### config.mk
export PLATFORM = sky130hd
export DESIGN_NAME = usensor_multi
export DESIGN_NICKNAME = d
export VERILOG_FILES = /design/src/rtl/usensor_multi.sv
export SDC_FILE = /design/constraint.sdc
export NUM_CORES = 1
export LEC_CHECK = 0
export ABC_AREA = 1
export CAP_MARGIN = 5
export CORE_UTILIZATION = 55
export CTS_CLUSTER_DIAMETER = 120
export DETAILED_ROUTE_END_ITERATION = 10
export GPL_ROUTABILITY_DRIVEN = 0
export GPL_TIMING_DRIVEN = 0
export PLACE_DENSITY = 0.8
export SLEW_MARGIN = 10
export SYNTH_ARGS = -nofsm -noshare
export SYNTH_HDL_FRONTEND = slang
export SYNTH_SLANG_ARGS = --single-unit
### constraint.sdc
create_clock -name clock -period 2.3 [get_ports clock]
set_input_delay 0.23 -clock clock [delete_from_list [all_inputs] [get_ports clock]]
set_output_delay 0.23 -clock clock [all_outputs]
set_load 0.01 [all_outputs]
### src/rtl/usensor_multi.sv
// Round-robin multi-channel ultrasonic ranger: one sensor pings per slot and its echo
// width is converted to centimetres with a sub-cycle counter, with a per-channel timeout flag.
module usensor_multi #(
    parameter int NUM_CH         = 2,
    parameter int DIST_W         = 9,
    parameter int TRIG_CYCLES    = 500,
    parameter int CYCLES_PER_CM  = 2900,
    parameter int TIMEOUT_CYCLES = 1_500_000,
    parameter int SLOT_CYCLES    = 3_000_000
) (
    input  logic                                           clock,
    input  logic                                           reset,
    input  logic                                           enable,
    input  logic [NUM_CH-1:0]                              echo,
    output logic [NUM_CH-1:0]                              trig,
    output logic [NUM_CH*DIST_W-1:0]                       distance,
    output logic [NUM_CH-1:0]                              timeout,
    output logic                                           valid,
    output logic [((NUM_CH > 1) ? $clog2(NUM_CH) : 1)-1:0] valid_ch
);

    localparam int CH_W  = (NUM_CH > 1) ? $clog2(NUM_CH) : 1;
    localparam int TMR_W = $clog2(SLOT_CYCLES + 1);
    localparam int SUB_W = (CYCLES_PER_CM > 1) ? $clog2(CYCLES_PER_CM) : 1;

    localparam logic [TMR_W-1:0] TRIG_LAST = TMR_W'(TRIG_CYCLES - 1);
    localparam logic [TMR_W-1:0] TO_FIRE   = TMR_W'(TIMEOUT_CYCLES - 2);
    localparam logic [TMR_W-1:0] SLOT_LAST = TMR_W'(SLOT_CYCLES - 1);
    localparam logic [SUB_W-1:0] SUB_LAST  = SUB_W'(CYCLES_PER_CM - 1);
    localparam logic [CH_W-1:0]  CH_LAST   = CH_W'(NUM_CH - 1);

    typedef enum logic [2:0] {
        S_IDLE,
        S_TRIG,
        S_WAIT_RISE,
        S_MEASURE,
        S_GAP
    } state_t;

    state_t state;
    state_t state_nx;

    logic [NUM_CH-1:0] echo_m;
    logic [NUM_CH-1:0] echo_s;
    logic [NUM_CH-1:0] echo_p;

    logic [CH_W-1:0]   ch;
    logic [TMR_W-1:0]  slot_timer;
    logic [SUB_W-1:0]  sub_cnt;
    logic [DIST_W-1:0] cm_cnt;
    logic [DIST_W-1:0] dist_r [NUM_CH];

    logic echo_sel;
    logic rise_sel;
    logic trig_done;
    logic timeout_hit;
    logic slot_done;

    logic clr_timer;
    logic start_meas;
    logic count_en;
    logic res_load;
    logic res_timeout;
    logic ch_adv;

    // Two-flop synchroniser plus one history stage for edge detection.
    always_ff @(posedge clock or posedge reset) begin
        if (reset) begin
            echo_m <= '0;
            echo_s <= '0;
            echo_p <= '0;
        end else begin
            echo_m <= echo;
            echo_s <= echo_m;
            echo_p <= echo_s;
        end
    end

    assign echo_sel  = echo_s[ch];
    assign rise_sel  = echo_s[ch] & ~echo_p[ch];
    assign trig_done = (slot_timer == TRIG_LAST);
    assign slot_done = (slot_timer == SLOT_LAST);
    // Decided one clock early so the registered strobe lands on slot_timer == TIMEOUT_CYCLES-1.
    assign timeout_hit = (slot_timer == TO_FIRE);

    always_ff @(posedge clock or posedge reset) begin
        if (reset) begin
            state <= S_IDLE;
        end else begin
            state <= state_nx;
        end
    end

    always_comb begin
        state_nx = state;
        case (state)
            S_IDLE: begin
                if (enable) state_nx = S_TRIG;
            end
            S_TRIG: begin
                if (trig_done) state_nx = S_WAIT_RISE;
            end
            S_WAIT_RISE: begin
                if (timeout_hit)   state_nx = S_GAP;
                else if (rise_sel) state_nx = S_MEASURE;
            end
            S_MEASURE: begin
                if (timeout_hit || !echo_sel) state_nx = S_GAP;
            end
            S_GAP: begin
                if (slot_done) state_nx = enable ? S_TRIG : S_IDLE;
            end
            default: state_nx = S_IDLE;
        endcase
    end

    always_comb begin
        trig        = '0;
        clr_timer   = 1'b0;
        start_meas  = 1'b0;
        count_en    = 1'b0;
        res_load    = 1'b0;
        res_timeout = 1'b0;
        ch_adv      = 1'b0;
        case (state)
            S_IDLE: begin
                clr_timer = enable;
            end
            S_TRIG: begin
                trig[ch] = 1'b1;
            end
            S_WAIT_RISE: begin
                res_load    = timeout_hit;
                res_timeout = timeout_hit;
                start_meas  = rise_sel & ~timeout_hit;
            end
            S_MEASURE: begin
                res_load    = timeout_hit | ~echo_sel;
                res_timeout = timeout_hit;
                count_en    = echo_sel & ~timeout_hit;
            end
            S_GAP: begin
                ch_adv    = slot_done;
                clr_timer = slot_done & enable;
            end
            default: ;
        endcase
    end

    always_ff @(posedge clock or posedge reset) begin
        if (reset) begin
            slot_timer <= '0;
            sub_cnt    <= '0;
            cm_cnt     <= '0;
            ch         <= '0;
            valid      <= 1'b0;
            valid_ch   <= '0;
            timeout    <= '0;
            dist_r     <= '{default: '0};
        end else begin
            valid <= res_load;

            if (clr_timer) begin
                slot_timer <= '0;
            end else if (state != S_IDLE) begin
                slot_timer <= slot_timer + 1'b1;
            end

            if (start_meas) begin
                sub_cnt <= '0;
                cm_cnt  <= '0;
            end else if (count_en) begin
                if (sub_cnt == SUB_LAST) begin
                    sub_cnt <= '0;
                    if (cm_cnt != '1) cm_cnt <= cm_cnt + 1'b1;
                end else begin
                    sub_cnt <= sub_cnt + 1'b1;
                end
            end

            if (res_load) begin
                valid_ch    <= ch;
                timeout[ch] <= res_timeout;
                dist_r[ch]  <= res_timeout ? '1 : cm_cnt;
            end

            if (ch_adv) begin
                ch <= (ch == CH_LAST) ? '0 : ch + 1'b1;
            end
        end
    end

    for (genvar k = 0; k < NUM_CH; k++) begin : g_dist
        assign distance[k*DIST_W +: DIST_W] = dist_r[k];
    end

endmodule

==> impl_results.md, run 1 <==
- Layout cells sized above 1: 0.135
- Largest net degree at the start of global routing: 62
- Grt ovf: 0
- Via/cell ratio: 5.30
- CTS root buf: clkbuf_8
- Commonest non-fill, non-tap cell in the layout: nand2_1
- Status: finished, final reports clean
- CTS buffer count: 9
- Final Setup Violations: 0
- WL/cell: 12.9 µm
- Critical Path RT: 2070 ps
- R2r worst-path depth: 12
- Crit path from: state[2]
- NumNets Final: 591
- Setup TNS: 0 ps
- Post-synth cell types: 30
- Final Critical Period: 2100 ps
- Worst slew margin: 0.710
- Peak supply drop: 0.353 mV
- Initial antenna violation count: 0
- Syn avg cell area: 7.85 µm²
- Longest Clk Path Bufs: 2
- Layout Cell Area excl Fill: 4950 µm²
- Port Buffers: 28
- Post-synth net total: 551
- Post-DP Area: 4680 µm²
- Row Count: 31
- Hold WC Path Type: input port to async pin
- Die footprint: 8080 µm²
- Post-route DRC: 0
- Worst EP arrival: 1870 ps
- H-tree levels: 3
- All-Layer GR Usage: 0.234
- Least-Margin Pin Slew: 432 ps
- Filler cell count: 602
- Worst-path clk slew: 90 ps
- Clk sink count: 75
- Slew Limit Fails: 0
- # hold bufs at CTS: 0
- Core outline area: 7370 µm²
- Boundary pin count: 29
- DP HPWL: 6260 µm
- CTS tree: built
- Post-CTS setup buffer count: 0
- Final wirelength: 8810 µm
- Post-Synthesis Cell Area: 4250 µm²
- Final ANT Viol Nets: 0
- RSZ-0062 raised after global routing: no
- Count of final hold-check violations: 0
- ANT cells: 0
- Vias in the first global route: 3410
- Die Ht: 89.9 µm
- Endpoint class of the critical path: output pin
- Initial DRC Count: 200
- Vias post-DR: 3628
- Commonest non-fill, non-tap cells in the layout: nand2_1, nor2_1, dfrtp_1, inv_1, nand3_1
- Global-route wire length before repair: 15400 µm
- Cells after Synth: 541
- Setup Skew: 16.6 ps
- Pwr Density: 746 nW/µm²
- FF-to-FF Start: cm_cnt[0]
- Startpoint Class: register
- Reg-to-reg setup timing slack: 360 ps
- TritonRoute pass-1 iters: 5
- Count of cells resized by post-cts repair: 0
- Synth warn: 0
- Crit Path Class: register to output pin
- Die X: 89.9 µm
- Final worst path period share: 0.915
- P_leak: 2.37 nW
- Area grow syn2layout: 16.6%
- Initial Utilization: 0.576
- Clk_lat worst skew: 360 ps
- Max FO, Critical Path: 4
- Max Fclk: 475 MHz
- Part of the Yosys area used for sequential elements: 0.442
- MaxCap Viol Count: 0
- Yosys reg bits: 75
final cells by class:
| type | instances | area (µm²) | area share |
|---|---|---|---|
| multi-input combinational | 389 | 2020 | 0.408 |
| sequential | 75 | 1880 | 0.379 |
| timing repair buffer | 29 | 308 | 0.0622 |
| inverter | 64 | 243 | 0.0490 |
| clock inverter | 7 | 146 | 0.0296 |
| clock buffer | 9 | 124 | 0.0250 |
| tap | 99 | 124 | 0.0250 |
| buffer | 13 | 110 | 0.0222 |
through the flow:
step | hold WS, ps | util | power (mW) | instances | worst slack [ps]
after floorplan | 261 | - | 2.13 | 541 | 160
after global placement | 332 | 0.631 | 2.30 | 668 | -1030
after detailed placement | 342 | 0.635 | 2.34 | 669 | 364
after CTS | 143 | 0.672 | 3.71 | 685 | 190
after global routing | 161 | 0.672 | 3.89 | 685 | 88.6
final | 142 | 0.672 | 3.69 | 685 | 196
where the power goes:
| group | internal (mW) | switching (mW) |
|---|---|---|
| logic | 0.276 | 0.516 |
| clock network | 0.842 | 0.528 |
| registers | 1.41 | 0.118 |
synth_stat cells (all sizes together):
master / n / area share
inv: 62 / 0.055
nor4: 2 / 0.0029
nand3b: 7 / 0.015
xnor2: 1 / 0.0021
clkinv: 2 / 0.0018
nor3: 17 / 0.020
nor2: 95 / 0.091
buf: 13 / 0.026
xor2: 17 / 0.035
nand4: 13 / 0.023
a21oi: 5 / 0.0059
dfrtp: 75 / 0.44
or2: 1 / 0.0015
nand3: 59 / 0.081
ha: 5 / 0.015
nor3b: 1 / 0.0018
nand2: 135 / 0.13
o21ai: 31 / 0.048
worst max-delay path, stage by stage (launching register included):
cell and delay [ps]:
dfrtp_1 440, nor3_1 290, inv_1 120, nor2_1 130, clkdlybuf4s50_1 560
cells by family after synthesis:
| family | synth area share |
|---|---|
| adders and majority gates | 0.0147 |
| xor gates and xnor gates | 0.0371 |
| and+or+nand+nor | 0.370 |
| buffers and inverters | 0.0825 |
| DFF | 0.442 |
| AOI/OAI and AO/OA | 0.0539 |
per-layer routing:
metal / vias to the layer above / track usage / wire length (µm) / share of wire
met5: - / 0 / 0 / 0
met4: 0 / 0.0981 / 157 / 0.018
met1: 1683 / 0.340 / 4320 / 0.49
met3: 15 / 0.0330 / 459 / 0.052
li1: 1815 / - / - / -
met2: 115 / 0.353 / 3880 / 0.44
state kept, by name, indices dropped and copies added, names as in the netlist:
signal	count
distance	18
echo_p	2
state	3
ch	1
sub_cnt	12
valid_ch	1
valid	1
cm_cnt	9
timeout	2
echo_m	2
echo_s	2
slot_timer	22
worst paths after layout:
| path | to |
|---|---|
| worst max-delay path | trig[1] |
| worst min-delay path | slot_timer[8] |
| worst max register to register | cm_cnt[0] |
| worst min register to register | echo_s[1] |
| max in group asynchronous | echo_m[1] |
| min in group clock | echo_m[0] |
Note: power is estimated with default switching activity, not from simulation.
==> run 2: changes to the inputs <==
CTS_CLUSTER_DIAMETER = not set   (was 120)
==> results of run 2 <==
Same layout as run 1: the final DEF is identical, and so are final timing and power.
==> run 3: changes to the inputs <==
SKIP_CTS_REPAIR_TIMING = 1   (was not set)
==> results of run 3 <==
Same layout as run 1: the final DEF is identical, and so are final timing and power.
